<file path="src/rtl/pong_pkg.sv">
// Shared definitions for the Pong pixel pipeline: colour palette,
// hit-flash state encoding and the 8x8 ball disc bitmap.
package pong_pkg;

  localparam logic [11:0] COLOR_WALL      = 12'h89C;
  localparam logic [11:0] COLOR_PADDLE    = 12'h24F;
  localparam logic [11:0] COLOR_HEADER_BG = 12'h135;
  localparam logic [11:0] COLOR_SPEED3    = 12'hFF0;
  localparam logic [11:0] COLOR_SPEED4    = 12'h0F0;
  localparam logic [11:0] COLOR_SPEED5    = 12'hF00;
  localparam logic [11:0] COLOR_SPEED_DEF = 12'h135;
  localparam logic [11:0] COLOR_TRAIL     = 12'h567;

  typedef enum logic {
    ST_IDLE,
    ST_FLASH
  } flash_state_t;

  // Round disc, one byte per row; bit index within a row is the column.
  function automatic logic [7:0] ball_rom_row(input logic [2:0] row);
    logic [7:0] bits;
    case (row)
      3'd0:    bits = 8'h3C;
      3'd1:    bits = 8'h7E;
      3'd2:    bits = 8'hFF;
      3'd3:    bits = 8'hFF;
      3'd4:    bits = 8'hFF;
      3'd5:    bits = 8'hFF;
      3'd6:    bits = 8'h7E;
      default: bits = 8'h3C;
    endcase
    return bits;
  endfunction

endpackage

</file>
<file path="src/rtl/pong_pixel_pipe_ball_hit_test.sv">
// Ball bitmap hit test: is raster (x,y) on a lit pixel of a disc whose
// top-left corner is (pos_x,pos_y), scaled by BALL_SCALE (power of two).
module ball_hit_test
  import pong_pkg::*;
#(
  parameter int unsigned BALL_SCALE = 1
) (
  input  logic [9:0] x,
  input  logic [9:0] y,
  input  logic [9:0] pos_x,
  input  logic [9:0] pos_y,
  output logic       on
);

  localparam int unsigned SHIFT = $clog2(BALL_SCALE);

  logic [10:0] diff_x, diff_y;
  logic [9:0]  cell_x, cell_y;
  logic        in_x, in_y;
  logic [7:0]  row_bits;

  // Window test folded into the subtraction: no borrow means x >= pos_x,
  // and the scaled offset must fit in 3 bits to lie inside the square.
  always_comb begin
    diff_x   = {1'b0, x} - {1'b0, pos_x};
    diff_y   = {1'b0, y} - {1'b0, pos_y};
    cell_x   = diff_x[9:0] >> SHIFT;
    cell_y   = diff_y[9:0] >> SHIFT;
    in_x     = !diff_x[10] && (cell_x[9:3] == '0);
    in_y     = !diff_y[10] && (cell_y[9:3] == '0);
    row_bits = ball_rom_row(cell_y[2:0]);
    on       = in_x && in_y && row_bits[cell_x[2:0]];
  end

endmodule

</file>
<file path="src/rtl/pong_pixel_pipe.sv">
// Pong pixel colour pipeline: two pix_tick-gated stages from raster
// position to registered RGB, plus a frame-counted ball hit-flash FSM.
// Optional feature macro: BALL_TRAIL_EN (4-deep ball position trail).
module pong_pixel_pipe
  import pong_pkg::*;
#(
  parameter int unsigned H_RES        = 640,
  parameter int unsigned WALL_W       = 32,
  parameter int unsigned PADDLE_W     = 9,
  parameter int unsigned PADDLE_H     = 73,
  parameter int unsigned TOP_MARGIN   = 25,
  parameter int unsigned BALL_SCALE   = 1,
  parameter int unsigned FLASH_FRAMES = 8,
  parameter logic [11:0] FLASH_COLOR  = 12'hFFF
) (
  input  logic        clk,
  input  logic        reset,
  input  logic        pix_tick,
  input  logic        frame_start,
  input  logic [9:0]  x,
  input  logic [9:0]  y,
  input  logic        video_on,
  input  logic [9:0]  ball_x,
  input  logic [9:0]  ball_y,
  input  logic [9:0]  paddle1_y,
  input  logic [9:0]  paddle2_y,
  input  logic [3:0]  ball_speed,
  input  logic        hit_pulse,
  input  logic        game_over,
  input  logic [11:0] bg_pixel,
  input  logic [11:0] game_over_pixel,
  input  logic [11:0] text_rgb,
  input  logic        text_on,
  output logic [11:0] rgb,
  output logic        video_on_q
);

  localparam logic [10:0] TOP_M     = 11'(TOP_MARGIN);
  localparam logic [10:0] LWALL_END = 11'(WALL_W);
  localparam logic [10:0] RWALL_X   = 11'(H_RES - WALL_W);
  localparam logic [10:0] PAD1_X_LO = 11'(WALL_W);
  localparam logic [10:0] PAD1_X_HI = 11'(WALL_W + PADDLE_W - 1);
  localparam logic [10:0] PAD2_X_LO = 11'(H_RES - WALL_W - PADDLE_W);
  localparam logic [10:0] PAD2_X_HI = 11'(H_RES - WALL_W - 1);
  localparam logic [10:0] PAD_SPAN  = 11'(PADDLE_H - 1);
  localparam logic [7:0]  FLASH_LD  = 8'(FLASH_FRAMES);

  // ---------------- flash FSM ----------------
  flash_state_t state;
  logic [7:0]   flash_cnt;

  // Hit flash counted in frames; game_over overrides, reload beats frame_start.
  always_ff @(posedge clk) begin
    if (reset) begin
      state     <= ST_IDLE;
      flash_cnt <= '0;
    end else if (game_over) begin
      state     <= ST_IDLE;
      flash_cnt <= '0;
    end else if (hit_pulse) begin
      state     <= ST_FLASH;
      flash_cnt <= FLASH_LD;
    end else if (state == ST_FLASH && frame_start) begin
      if (flash_cnt == 8'd1) begin
        state     <= ST_IDLE;
        flash_cnt <= '0;
      end else begin
        flash_cnt <= flash_cnt - 8'd1;
      end
    end
  end

  // ---------------- region decode ----------------
  logic [10:0] x_w, y_w;
  logic [10:0] pad1_top, pad1_bot, pad2_top, pad2_bot;
  logic        header_c, lwall_c, rwall_c, pad1_c, pad2_c;
  logic [11:0] ball_rgb_c;
  logic        ball_c;

  // Geometry compares in 11 bits so large paddle positions never wrap.
  always_comb begin
    x_w      = {1'b0, x};
    y_w      = {1'b0, y};
    pad1_top = {1'b0, paddle1_y} + TOP_M;
    pad1_bot = pad1_top + PAD_SPAN;
    pad2_top = {1'b0, paddle2_y} + TOP_M;
    pad2_bot = pad2_top + PAD_SPAN;
    header_c = y_w < TOP_M;
    lwall_c  = x_w < LWALL_END;
    rwall_c  = x_w >= RWALL_X;
    pad1_c   = (x_w >= PAD1_X_LO) && (x_w <= PAD1_X_HI) &&
               (y_w >= pad1_top) && (y_w <= pad1_bot);
    pad2_c   = (x_w >= PAD2_X_LO) && (x_w <= PAD2_X_HI) &&
               (y_w >= pad2_top) && (y_w <= pad2_bot);
  end

  // Ball colour: flash overrides the speed palette.
  always_comb begin
    ball_rgb_c = COLOR_SPEED_DEF;
    if (state == ST_FLASH) begin
      ball_rgb_c = FLASH_COLOR;
    end else begin
      case (ball_speed)
        4'd3:    ball_rgb_c = COLOR_SPEED3;
        4'd4:    ball_rgb_c = COLOR_SPEED4;
        4'd5:    ball_rgb_c = COLOR_SPEED5;
        default: ball_rgb_c = COLOR_SPEED_DEF;
      endcase
    end
  end

  ball_hit_test #(.BALL_SCALE(BALL_SCALE)) u_ball_hit (
    .x     (x),
    .y     (y),
    .pos_x (ball_x),
    .pos_y (ball_y),
    .on    (ball_c)
  );

`ifdef BALL_TRAIL_EN
  // ---------------- ball trail ----------------
  logic [9:0] trail_x [4];
  logic [9:0] trail_y [4];
  logic [3:0] trail_valid;
  logic [3:0] trail_hit;
  logic       trail_c;

  // Position history shifted once per frame, newest in entry 0.
  always_ff @(posedge clk) begin
    if (reset) begin
      for (int unsigned i = 0; i < 4; i++) begin
        trail_x[i] <= '0;
        trail_y[i] <= '0;
      end
      trail_valid <= '0;
    end else begin
      if (frame_start) begin
        trail_x[0] <= ball_x;
        trail_y[0] <= ball_y;
        for (int unsigned i = 1; i < 4; i++) begin
          trail_x[i] <= trail_x[i-1];
          trail_y[i] <= trail_y[i-1];
        end
      end
      if (game_over)
        trail_valid <= '0;
      else if (frame_start)
        trail_valid <= {trail_valid[2:0], 1'b1};
    end
  end

  for (genvar g = 0; g < 4; g++) begin : g_trail
    ball_hit_test #(.BALL_SCALE(BALL_SCALE)) u_trail_hit (
      .x     (x),
      .y     (y),
      .pos_x (trail_x[g]),
      .pos_y (trail_y[g]),
      .on    (trail_hit[g])
    );
  end

  assign trail_c = |(trail_hit & trail_valid);
`endif

  // ---------------- stage 1 ----------------
  logic        s1_header, s1_lwall, s1_rwall, s1_pad1, s1_pad2, s1_ball;
  logic        s1_video_on, s1_game_over, s1_text_on;
  logic [11:0] s1_bg, s1_go_pix, s1_text_rgb, s1_ball_rgb;
`ifdef BALL_TRAIL_EN
  logic        s1_trail;
`endif

  // Capture region flags and pixel sources once per pixel.
  always_ff @(posedge clk) begin
    if (reset) begin
      s1_header    <= 1'b0;
      s1_lwall     <= 1'b0;
      s1_rwall     <= 1'b0;
      s1_pad1      <= 1'b0;
      s1_pad2      <= 1'b0;
      s1_ball      <= 1'b0;
      s1_video_on  <= 1'b0;
      s1_game_over <= 1'b0;
      s1_text_on   <= 1'b0;
      s1_bg        <= '0;
      s1_go_pix    <= '0;
      s1_text_rgb  <= '0;
      s1_ball_rgb  <= '0;
`ifdef BALL_TRAIL_EN
      s1_trail     <= 1'b0;
`endif
    end else if (pix_tick) begin
      s1_header    <= header_c;
      s1_lwall     <= lwall_c;
      s1_rwall     <= rwall_c;
      s1_pad1      <= pad1_c;
      s1_pad2      <= pad2_c;
      s1_ball      <= ball_c;
      s1_video_on  <= video_on;
      s1_game_over <= game_over;
      s1_text_on   <= text_on;
      s1_bg        <= bg_pixel;
      s1_go_pix    <= game_over_pixel;
      s1_text_rgb  <= text_rgb;
      s1_ball_rgb  <= ball_rgb_c;
`ifdef BALL_TRAIL_EN
      s1_trail     <= trail_c;
`endif
    end
  end

  // ---------------- stage 2 ----------------
  logic [11:0] rgb_next;

  // Layer priority: blanking, game over, header, wall, paddle, ball, (trail), bg.
  always_comb begin
    rgb_next = s1_bg;
    if (!s1_video_on)
      rgb_next = '0;
    else if (s1_game_over)
      rgb_next = s1_go_pix;
    else if (s1_header)
      rgb_next = s1_text_on ? s1_text_rgb : COLOR_HEADER_BG;
    else if (s1_lwall || s1_rwall)
      rgb_next = COLOR_WALL;
    else if (s1_pad1 || s1_pad2)
      rgb_next = COLOR_PADDLE;
    else if (s1_ball)
      rgb_next = s1_ball_rgb;
`ifdef BALL_TRAIL_EN
    else if (s1_trail)
      rgb_next = COLOR_TRAIL;
`endif
  end

  // Output register, advanced with the pixel rate.
  always_ff @(posedge clk) begin
    if (reset) begin
      rgb        <= '0;
      video_on_q <= 1'b0;
    end else if (pix_tick) begin
      rgb        <= rgb_next;
      video_on_q <= s1_video_on;
    end
  end

endmodule

</file>
<file path="config.mk">
export PLATFORM = sky130hd
export DESIGN_NAME = pong_pixel_pipe
export DESIGN_NICKNAME = d
export VERILOG_FILES = /design/src/rtl/pong_pkg.sv /design/src/rtl/pong_pixel_pipe_ball_hit_test.sv /design/src/rtl/pong_pixel_pipe.sv
export SDC_FILE = /design/constraint.sdc
export NUM_CORES = 1
export LEC_CHECK = 0
export BUFFER_PORTS_ARGS = -buffer_cell sky130_fd_sc_hd__buf_2
export CORE_MARGIN = 2
export CORE_UTILIZATION = 56
export DETAILED_ROUTE_END_ITERATION = 10
export PLACE_DENSITY = 0.82
export SETUP_SLACK_MARGIN = 0.1
export SYNTH_ARGS = -nofsm -noshare
export SYNTH_HDL_FRONTEND = slang
export SYNTH_SLANG_ARGS = --single-unit
</file>
<file path="constraint.sdc">
create_clock -name clk -period 2.9 [get_ports clk]
set_input_delay 0 -clock clk [delete_from_list [all_inputs] [get_ports clk]]
set_output_delay 0 -clock clk [all_outputs]
set_load 0.005 [all_outputs]
</file>
* Word-level counts from Yosys, hierarchy flattened
Cells that the tools add are included.
** Operators by class
- Add/subtract/negate cells :: 7
- Order comparisons :: 12
- Equal/unequal tests :: 10
- Muxes and demuxes :: 18
- Reductions and logical operators :: 24
** Operators with widths (count)
- two-way mux 12 bit :: 8
- one-hot mux 12 bit (3 select lines) :: 1
- adder 10 x 5 -> 11 bit (second input constant) :: 2
- adder 11 x 7 -> 11 bit (second input constant) :: 2
- greater-or-equal comparator 10 x 11 -> 1 bit :: 2
- less-or-equal comparator 10 x 11 -> 1 bit :: 2
- subtractor 10 x 10 -> 11 bit :: 2
- greater-or-equal comparator 10 bit (second input constant) :: 2
- one-hot mux 8 bit (2 select lines) :: 1
- zero test 7 bit :: 2
- logical AND 1 bit :: 11
- greater-or-equal comparator 10 x 6 -> 1 bit (second input constant) :: 1
- less-or-equal comparator 10 bit (second input constant) :: 1
- less-or-equal comparator 10 x 6 -> 1 bit (second input constant) :: 1
- < comparator 10 x 5 -> 1 bit (second input constant) :: 1
- < comparator 10 x 6 -> 1 bit (second input constant) :: 1
- == test 3 bit (second input constant) :: 3
- == test 4 x 3 -> 1 bit (second input constant) :: 2
- == test 8 x 1 -> 1 bit (second input constant) :: 1
- two-way mux 4 bit :: 2
- two-way mux 8 bit :: 1
- subtractor 8 x 1 -> 8 bit (second input constant) :: 1
- == test 3 x 2 -> 1 bit (second input constant) :: 2
- == test 4 x 2 -> 1 bit (second input constant) :: 1
- other kinds (11) :: 18
** Storage, ports and cells
- Flip-flop bits (word level) :: 79
- Bits of input ports :: 108
- Output and inout bits :: 13
- Word-level logic and storage cells :: 89

* Depth between registers and ports, before layout
Gate-level depths: netlist of run 1.
- Word-level depth :: 7
- Depth in mapped cells :: 15
- Mapped depth without buffers :: 14

* Modules after synthesis
From an unflattened synthesis of run 1, not the netlist that was laid out.
** Second synthesis, totals
- Cells, all modules :: 714
- Area, all modules :: 5786.8 um^2
** By module, submodules not included
- pong_pixel_pipe :: times used 1, cells an instance 564, area an instance 4727.0 um^2, sequential area each 1461.4 um^2
- ball_hit_test :: times used 1, cells an instance 150, area an instance 1059.8 um^2, sequential area each 0.0 um^2

* Least setup slack after synthesis of run 1
No wires, ideal clock.
- Path kind :: input port to flip-flop
- Start point :: input port paddle2_y[0]
- End point :: register s1_pad2
- Library setup time :: 0.061 ns
- Arrival :: 2.358 ns
- Data required time :: 2.839 ns
- Path slack :: 0.481 ns
- Stages on the path :: 13
- Buffers on the path :: 0
- Cells stage by stage :: ha_1 -> a21oi_1 -> nand2b_1 -> nand2_1 -> xor2_1 -> a21boi_0 -> nor3_1 -> xor2_1 -> ha_1 -> nand4_1 -> or3_1 -> o311ai_0 -> a32o_1
** On the way
- Cells in the longest elaborated chain, start to end :: 4
- Elaborated cells between the ends (all ways) :: 6
- Classes of those cells :: add/sub: 2; order compare: 2; reduce/logical: 2
** Ends and longest elaborated chain
- start: declaration :: line pong_pixel_pipe.sv:26 : input logic [9:0] paddle2_y,
- adder 10 x 5 -> 11 bit * :: line pong_pixel_pipe.sv:86 : pad2_top = {1'b0, paddle2_y} + TOP_M;
- adder 11 x 7 -> 11 bit or greater-or-equal comparator 10 x 11 -> 1 bit (tied branches) :: line pong_pixel_pipe.sv:87, pong_pixel_pipe.sv:94
- less-or-equal comparator 10 x 11 -> 1 bit or logical AND 1 bit (tied branches) :: line pong_pixel_pipe.sv:94, pong_pixel_pipe.sv:93
- logical AND 1 bit * :: line pong_pixel_pipe.sv:94 : (y_w >= pad2_top) && (y_w <= pad2_bot);
- end signal: assignment :: line pong_pixel_pipe.sv:197 : s1_pad2 <= pad2_c;
- end: declaration :: line pong_pixel_pipe.sv:166 : logic s1_header, s1_lwall, s1_rwall, s1_pad1, s1_pad2, s1_ball;
Mark *: on every way between the ends. The rest lies on a longest branch, timed or not.
A chain may end at the register's enable or synchronous reset.

* Worst setup path after layout of run 1
- Start point :: input port paddle1_y[0]
- End point :: register s1_pad1
** On the way
- Cells in the longest elaborated chain, start to end :: 4
- Elaborated cells between the ends (all ways) :: 6
- Classes of those cells :: add/sub: 2; order compare: 2; reduce/logical: 2
** Ends and longest elaborated chain
- start: declaration :: line pong_pixel_pipe.sv:25 : input logic [9:0] paddle1_y,
- adder 10 x 5 -> 11 bit * :: line pong_pixel_pipe.sv:84 : pad1_top = {1'b0, paddle1_y} + TOP_M;
- adder 11 x 7 -> 11 bit or greater-or-equal comparator 10 x 11 -> 1 bit (tied branches) :: line pong_pixel_pipe.sv:85, pong_pixel_pipe.sv:92
- less-or-equal comparator 10 x 11 -> 1 bit or logical AND 1 bit (tied branches) :: line pong_pixel_pipe.sv:92, pong_pixel_pipe.sv:91
- logical AND 1 bit * :: line pong_pixel_pipe.sv:92 : (y_w >= pad1_top) && (y_w <= pad1_bot);
- end signal: assignment :: line pong_pixel_pipe.sv:196 : s1_pad1 <= pad1_c;
- end: declaration :: line pong_pixel_pipe.sv:166
Marks and branches as above.

==> impl_metrics.tcl, run 1 <==
set metrics [dict create \
    drtAntennaViolNets 0 \
    pin_count 121 \
    antenna_cells 0 \
    synth_compound_area_share_pct 19.47 \
    grtUsageTotal_pct 29.30 \
    synthesis.area_um2 5643 \
    synth_cell_types 66 \
    first_iter_violations 387 \
    fin_util_pct 71.44 \
    start_util_pct 57.73 \
    hold_viol 0 \
    p_leak_nw 3.176 \
    synth_common_cells "nor2_1 (89), dfxtp_1 (73), ha_1 (60)" \
    fp.dieW_um 104.4 \
    viasPerCell 5.895 \
    fp.dieH_um 104.4 \
    fin_crit_sh_pct 86.56 \
    clock-sinks 73 \
    startpoint "paddle1_y[0]" \
    n_fill_cell 716 \
    tightest_slew_ns 0.8258 \
    critical_path_class "in -> reg" \
    nets 1028 \
    worst_setup_path_end_kind "flip-flop" \
    hold_path_end "s1_ball_rgb[2]" \
    grt_antenna_before_repair 0 \
    ys_warn_count 0 \
    muxShareOfSynthArea_pct 9.069 \
    maxSlewHeadroom_pct 44.95 \
    die-area_um2 10900 \
    syn_inst 709 \
    timing.setup.tns_ns 0 \
    first_pass_iters 6 \
    async_reset_ff_share_pct 0 \
    wl_um 16120 \
    ctsRootBufferMaster "clkbuf_8" \
    synth_top_area_cell "dfxtp_1" \
    cap_violations 0 \
    syn_to_final_growth_pct 23.75 \
    timing.rr.end "state" \
    critPathRequiredTime_ns 3.13 \
    grt-ovfl-total 0 \
    rrSetupSlack_ns 0.56 \
    ys_top_cells_by_area "dfxtp_1 (26%), ha_1 (13%), mux2i_1 (8.9%)" \
    synth-seq-cells 73 \
    drv_slew 0 \
    grt_max_degree 67 \
    grt_pass1_wl_um 26440 \
    worstHoldStart "ball_speed[1]" \
    setup_viol 0 \
    numCtsBuffers 9 \
    grt_pass1_vias 5804 \
    seq_area_frac_synth_pct 25.90 \
    slowest_stage "a21oi_1" \
    numPortBuffers 120 \
    clock_skew_ns 0.01387 \
    path_max_fanout 5 \
    arrival_ns 2.74 \
    register_area_um2 1461 \
    place.detailed.hpwl_um 11520 \
    yosysMostFrequentCell "nor2_1" \
    place_congestion 0.9011 \
    power_density_nw_per_um2 410.7 \
    post-route-min-period_ns 2.510 \
    drive_above_1_share_pct 17.15 \
    clk_pin_slew_worst_paths_ns 0.08 \
    clk_latency_ns 0.36 \
    timing.fmax_mhz 398.3 \
    synth_top_family_by_area "compound AO/OA/AOI/OAI gates" \
    rr_startpoint "flash_cnt[2]" \
    core_area_um2 9774 \
    rsz0062_at_grt "no" \
    vias 5871 \
    synthSimpleGateAreaFrac_pct 19.27 \
    cts_buffer_depth 2 \
    crit_family "compound AO/OA/AOI/OAI gates" \
    critical_path_buf_inv_count 1 \
    multiInputGateArea_um2 3867 \
    synth_adder_area_share_pct 14.01 \
    worst_ir_drop_vdd_uv 247.9 \
    path_cells "buf_2 -> ha_1 -> a21oi_1 -> a21oi_1 -> nand3_1 -> xor2_1 -> o31ai_1 -> a21oi_1 -> xnor2_1 -> ha_1 -> nand4_1 -> nor2_1 -> a211oi_1 -> a221oi_1 -> a21oi_1" \
    syn-num-nets 879 \
    synth-edff-count 0 \
    drc 0 \
    hold_class "in -> reg" \
    synth_top_area_share_pct 25.90 \
    wl_per_cell_um 16.19 \
    post_synth.cell_area_avg_um2 7.959 \
    postCtsSetupRepairBufs 0 \
    synth_xor_area_share_pct 6.652 \
    reg2reg_depth 6 \
    ys.flop_type "dfxtp_1" \
    num_rows 36 \
    fin_area_um2 6983 \
    cts_tree "done" \
    crit_top_cell "a21oi_1" \
    status "completed" \
    critical_path.max_stage_delay_ns 0.44 \
    cts_max_level 3 \
    placed_area_um2 6329 \
    hold_depth 4 \
    cp-start-kind "input pin" \
]
## state kept, by name, indices dropped and copies added (netlist names), 6 cells and up
signal	flops
s1_go_pix	12
s1_ball_rgb	6
s1_bg	12
rgb	12
s1_text_rgb	12
flash_cnt	8
## placed cells by master (no fill, tap or decap), types with 6 or more instances in the layout
cell type	instances
nor2b_1	7
and2_1	6
a21oi_1	45
ha_1	60
o21ai_0	40
nor3_1	18
inv_1	56
nand2b_1	13
xnor2_1	24
nand4_1	9
clkbuf_8	11
nand2_1	45
nand3_1	11
buf_2	120
a211oi_1	10
nor2_1	89
mux2i_1	50
xor2_1	17
dfxtp_1	73
a31oi_1	9
a22oi_1	9
dlygate4sd3_1	42
## where the power goes
part	internal [mW]	total, mW	switching (mW)
logic	0.401	0.863	0.463
clock network	0.532	0.923	0.391
registers	1.05	1.08	0.0359
## area by class of cell
cell class	count	share of cell area, %
Sequential cell	73	20.93
Inverter	57	3.064
Tap cell	133	2.383
Clock inverter	4	1.075
Timing Repair Buffer	165	14.94
Multi-Input combinational cell	552	55.38
Clock buffer	12	2.222
## metrics by stage
stage | setup slack, ns | hold WS, ns | power, mW | instances
2_1_floorplan | 0.4815 | 0.07931 | 1.649 | 709
3_3_place_gp | 0.2498 | 0.2363 | 1.857 | 938
3_5_place_dp | 0.04544 | 0.2444 | 1.898 | 938
4_1_cts | 0.4189 | 0.02523 | 2.849 | 996
5_1_grt | 0.1412 | 0.06402 | 3.024 | 996
6_report | 0.3896 | 0.04971 | 2.868 | 996
## routing by layer
layer / track usage, % / share of wire, % / up-vias
met1: 34.18 / 41 / 2722
li1: - / - / 2831
met4: 12.93 / 3.4 / 0
met3: 5.890 / 7.0 / 51
met2: 51.63 / 49 / 267
met5: 0 / 0 / -
## worst max path at each step
stage                    to  cells after the start  slack [ns]
floorplan           s1_pad2                     13        0.48
global placement    s1_pad1                     15        0.25
detailed placement  s1_pad1                     15        0.05
CTS                 s1_pad2                     14        0.42
global route        s1_pad2                     14        0.14
finish              s1_pad1                     15        0.39
## kinds of logic after synthesis
logic type | count (synthesis)
AND/OR/NAND/NOR | 227
AO/OA/AOI/OAI | 170
buffers and inverters | 84
flip-flops | 73
adder cells (fa/ha/maj) | 62
multiplexers | 51
XOR/XNOR | 42
## worst reg2reg max path: cells and delay by family, from the launching register on
kind / cells / cell delay, ns
AND/OR/NAND/NOR: 4 / 1.10
AO/OA/AOI/OAI: 1 / 0.18
flip-flops: 1 / 0.37
buffers and inverters: 1 / 0.58
## timing repair
action                                 4_1_cts  5_1_grt
endpoints found under the hold margin       44        0
setup endpoints to repair                    0        1
resized for setup                            0        1
hold buffers                                42        0
Note: power is estimated with default switching activity, not from simulation.
==> inputs of run 2 (changes only) <==
--- a/config.mk
+++ b/config.mk
@@ -5,6 +5,7 @@
 export SDC_FILE = /design/constraint.sdc
 export NUM_CORES = 1
 export LEC_CHECK = 0
+export ABC_AREA = 1
 export BUFFER_PORTS_ARGS = -buffer_cell sky130_fd_sc_hd__buf_2
 export CORE_MARGIN = 2
 export CORE_UTILIZATION = 56
==> impl_metrics.tcl, run 2 <==
set metrics [dict create \
    status "completed" \
    startpoint "paddle1_y[0]" \
    maxSlewHeadroom_pct 53.27 \
    setup_viol 0 \
    fp.dieH_um 105.2 \
    crit_family "simple AND/OR/NAND/NOR gates" \
    worst_ir_drop_vdd_uv 281.8 \
    fp.dieW_um 105.2 \
    reg2reg_depth 5 \
    syn-num-nets 1048 \
    critical_path.max_stage_delay_ns 0.34 \
    die-area_um2 11060 \
    drv_slew 0 \
    fin_area_um2 7099 \
    synth-edff-count 0 \
    slowest_stage "xor2_1" \
    syn_to_final_growth_pct 23.86 \
    vias 6171 \
    timing.setup.tns_ns 0 \
    clk_pin_slew_worst_paths_ns 0.07 \
    ys_top_cells_by_area "dfxtp_1 (25%), ha_1 (13%), nand2_1 (13%)" \
    hold_class "in -> reg" \
    post-route-min-period_ns 2.114 \
    synth_common_cells "nand2_1 (193), inv_1 (126), nor2_1 (113)" \
    rsz0062_at_grt "no" \
    ys_warn_count 0 \
    grtUsageTotal_pct 28.02 \
    syn_inst 878 \
    ctsRootBufferMaster "clkbuf_8" \
    grt_max_degree 42 \
    critPathRequiredTime_ns 3.12 \
    tightest_slew_ns 0.7002 \
    p_leak_nw 3.678 \
    num_rows 36 \
    cts_max_level 3 \
    ys.flop_type "dfxtp_1" \
    numCtsBuffers 9 \
    cts_buffer_depth 2 \
    rr_startpoint "s1_ball" \
    crit_path_end "s1_pad1" \
    synth_top_area_cell "dfxtp_1" \
    path_max_fanout 5 \
    worst_setup_path_end_kind "flip-flop" \
    grt_antenna_before_repair 0 \
    crit_top_cell "nand2_1" \
    timing.fmax_mhz 473.1 \
    cts_resized 0 \
    cp.depth 19 \
    synth_top_area_share_pct 25.50 \
    nets 1203 \
    critical_path_buf_inv_count 1 \
    layout_commonest_cell "nand2_1" \
    core_area_um2 9864 \
    clk_latency_ns 0.35 \
    numPortBuffers 120 \
    synth-seq-cells 73 \
    arrival_ns 2.33 \
    pin_count 121 \
    rrSetupSlack_ns 1.01 \
    wl_um 15220 \
    clock_skew_ns 0.009857 \
    clock-sinks 73 \
    cts_tree "done" \
    cp-start-kind "input pin" \
    path_cells "buf_2 -> ha_1 -> nand2_1 -> nand3_1 -> nand2_1 -> xor2_1 -> xor2_1 -> ha_1 -> nand2_1 -> nor3b_1 -> nand2_1 -> nand3_1 -> nand3_1 -> nand2_1 -> nand2_1 -> nand2_1 -> nand3_1 -> nand2_1 -> a21oi_1" \
    placed_area_um2 6445 \
    first_pass_iters 5 \
    place_congestion 0.9601 \
    synthesis.area_um2 5732 \
    grt-ovfl-total 0 \
    viasPerCell 5.270 \
    start_util_pct 58.11 \
    power_density_nw_per_um2 412.9 \
    cap_violations 0 \
    first_iter_violations 345 \
    final_cell_mix "nand2_1 (193), inv_1 (126), buf_2 (120)" \
    multiInputGateArea_um2 3702 \
    place.detailed.hpwl_um 11180 \
    yosysMostFrequentCell "nand2_1" \
    post_synth.cell_area_avg_um2 6.528 \
    grt_pass1_wl_um 25450 \
    drc 0 \
    drive_above_1_share_pct 14.85 \
    drtAntennaViolNets 0 \
    synth_cell_types 47 \
    seq_area_frac_synth_pct 25.50 \
    hold_viol 0 \
    grt_pass1_vias 5779 \
    critical_path_class "in -> reg" \
    async_reset_ff_share_pct 0 \
    power.total_mw 2.931 \
    n_fill_cell 834 \
    fin_crit_sh_pct 72.89 \
    register_area_um2 1461 \
    wl_per_cell_um 12.99 \
    timing.rr.end "rgb[9]" \
]
==> run 2: area by class of cell <==
type,count,area share [%]
clock inverter,5,1.463
tap,133,2.344
sequential,73,20.59
multi-input combinational,655,52.15
inverter,129,6.821
timing repair buffer,165,14.66
clock buffer,10,1.939
antenna,1,0.03525
==> run 2: layer usage <==
metal / share of wire, % / vias up / track usage [%]
met5: 0 / - / 0
met4: 2.0 / 0 / 7.619
met3: 5.1 / 34 / 4.991
met2: 48 / 176 / 49.21
met1: 45 / 2779 / 35.11
li1: - / 3182 / -
==> run 2: power breakdown <==
group          internal (mW)  leakage (nW)  switching [mW]  total (mW)
logic                  0.370          2.95           0.516       0.885
clock network          0.590         0.122           0.372       0.962
registers               1.06         0.602          0.0285        1.08
total                   2.02          3.68           0.916        2.93
==> run 2: stage by stage <==
stage               utilization, %  hold WS, ns  std cells  setup WS [ns]
floorplan                        -       0.1349        878         0.8335
global placement             65.33       0.2244       1114         0.5525
detailed placement           65.33       0.2308       1114         0.4725
CTS                          71.94     0.003263       1170         0.8326
global route                 71.94      0.03224       1170         0.4432
finish                       71.97      0.01090       1171         0.7862
==> run 2: repair_timing <==
action / 4_1_cts / 5_1_grt
hold buffers: 41 / 0
setup buffers: 0 / 0
endpoints found under the hold margin: 41 / 0
==> run 2: cell families after synthesis <==
kind of cell	share of synthesized area (%)
buffers and inverters	9.910
multiplexers	0.3493
flip-flops	25.50
adder cells (fa/ha/maj)	13.80
AND/OR/NAND/NOR	28.01
AO/OA/AOI/OAI	17.01
XOR/XNOR	5.436
==> run 2: how the worst min path moves through the flow <==
| stage | depth (start not counted) | endpoint | start | slack, ns |
|---|---|---|---|---|
| 3_5_place_dp | 3 | s1_text_rgb[2] | text_rgb[2] | 0.23 |
| 5_1_grt | 4 | s1_ball_rgb[2] | ball_speed[2] | 0.03 |
| 4_1_cts | 3 | s1_bg[2] | bg_pixel[2] | 0.003 |
| 2_1_floorplan | 2 | s1_go_pix[10] | game_over_pixel[10] | 0.13 |
| 6_report | 3 | s1_bg[2] | bg_pixel[2] | 0.01 |
| 3_3_place_gp | 3 | s1_text_rgb[2] | text_rgb[2] | 0.22 |
==> run 2: tightest hold or removal path, stage by stage <==
cell and delay [ns]:
buf_2 0.08, o21ai_0 0.10, a21oi_1 0.14
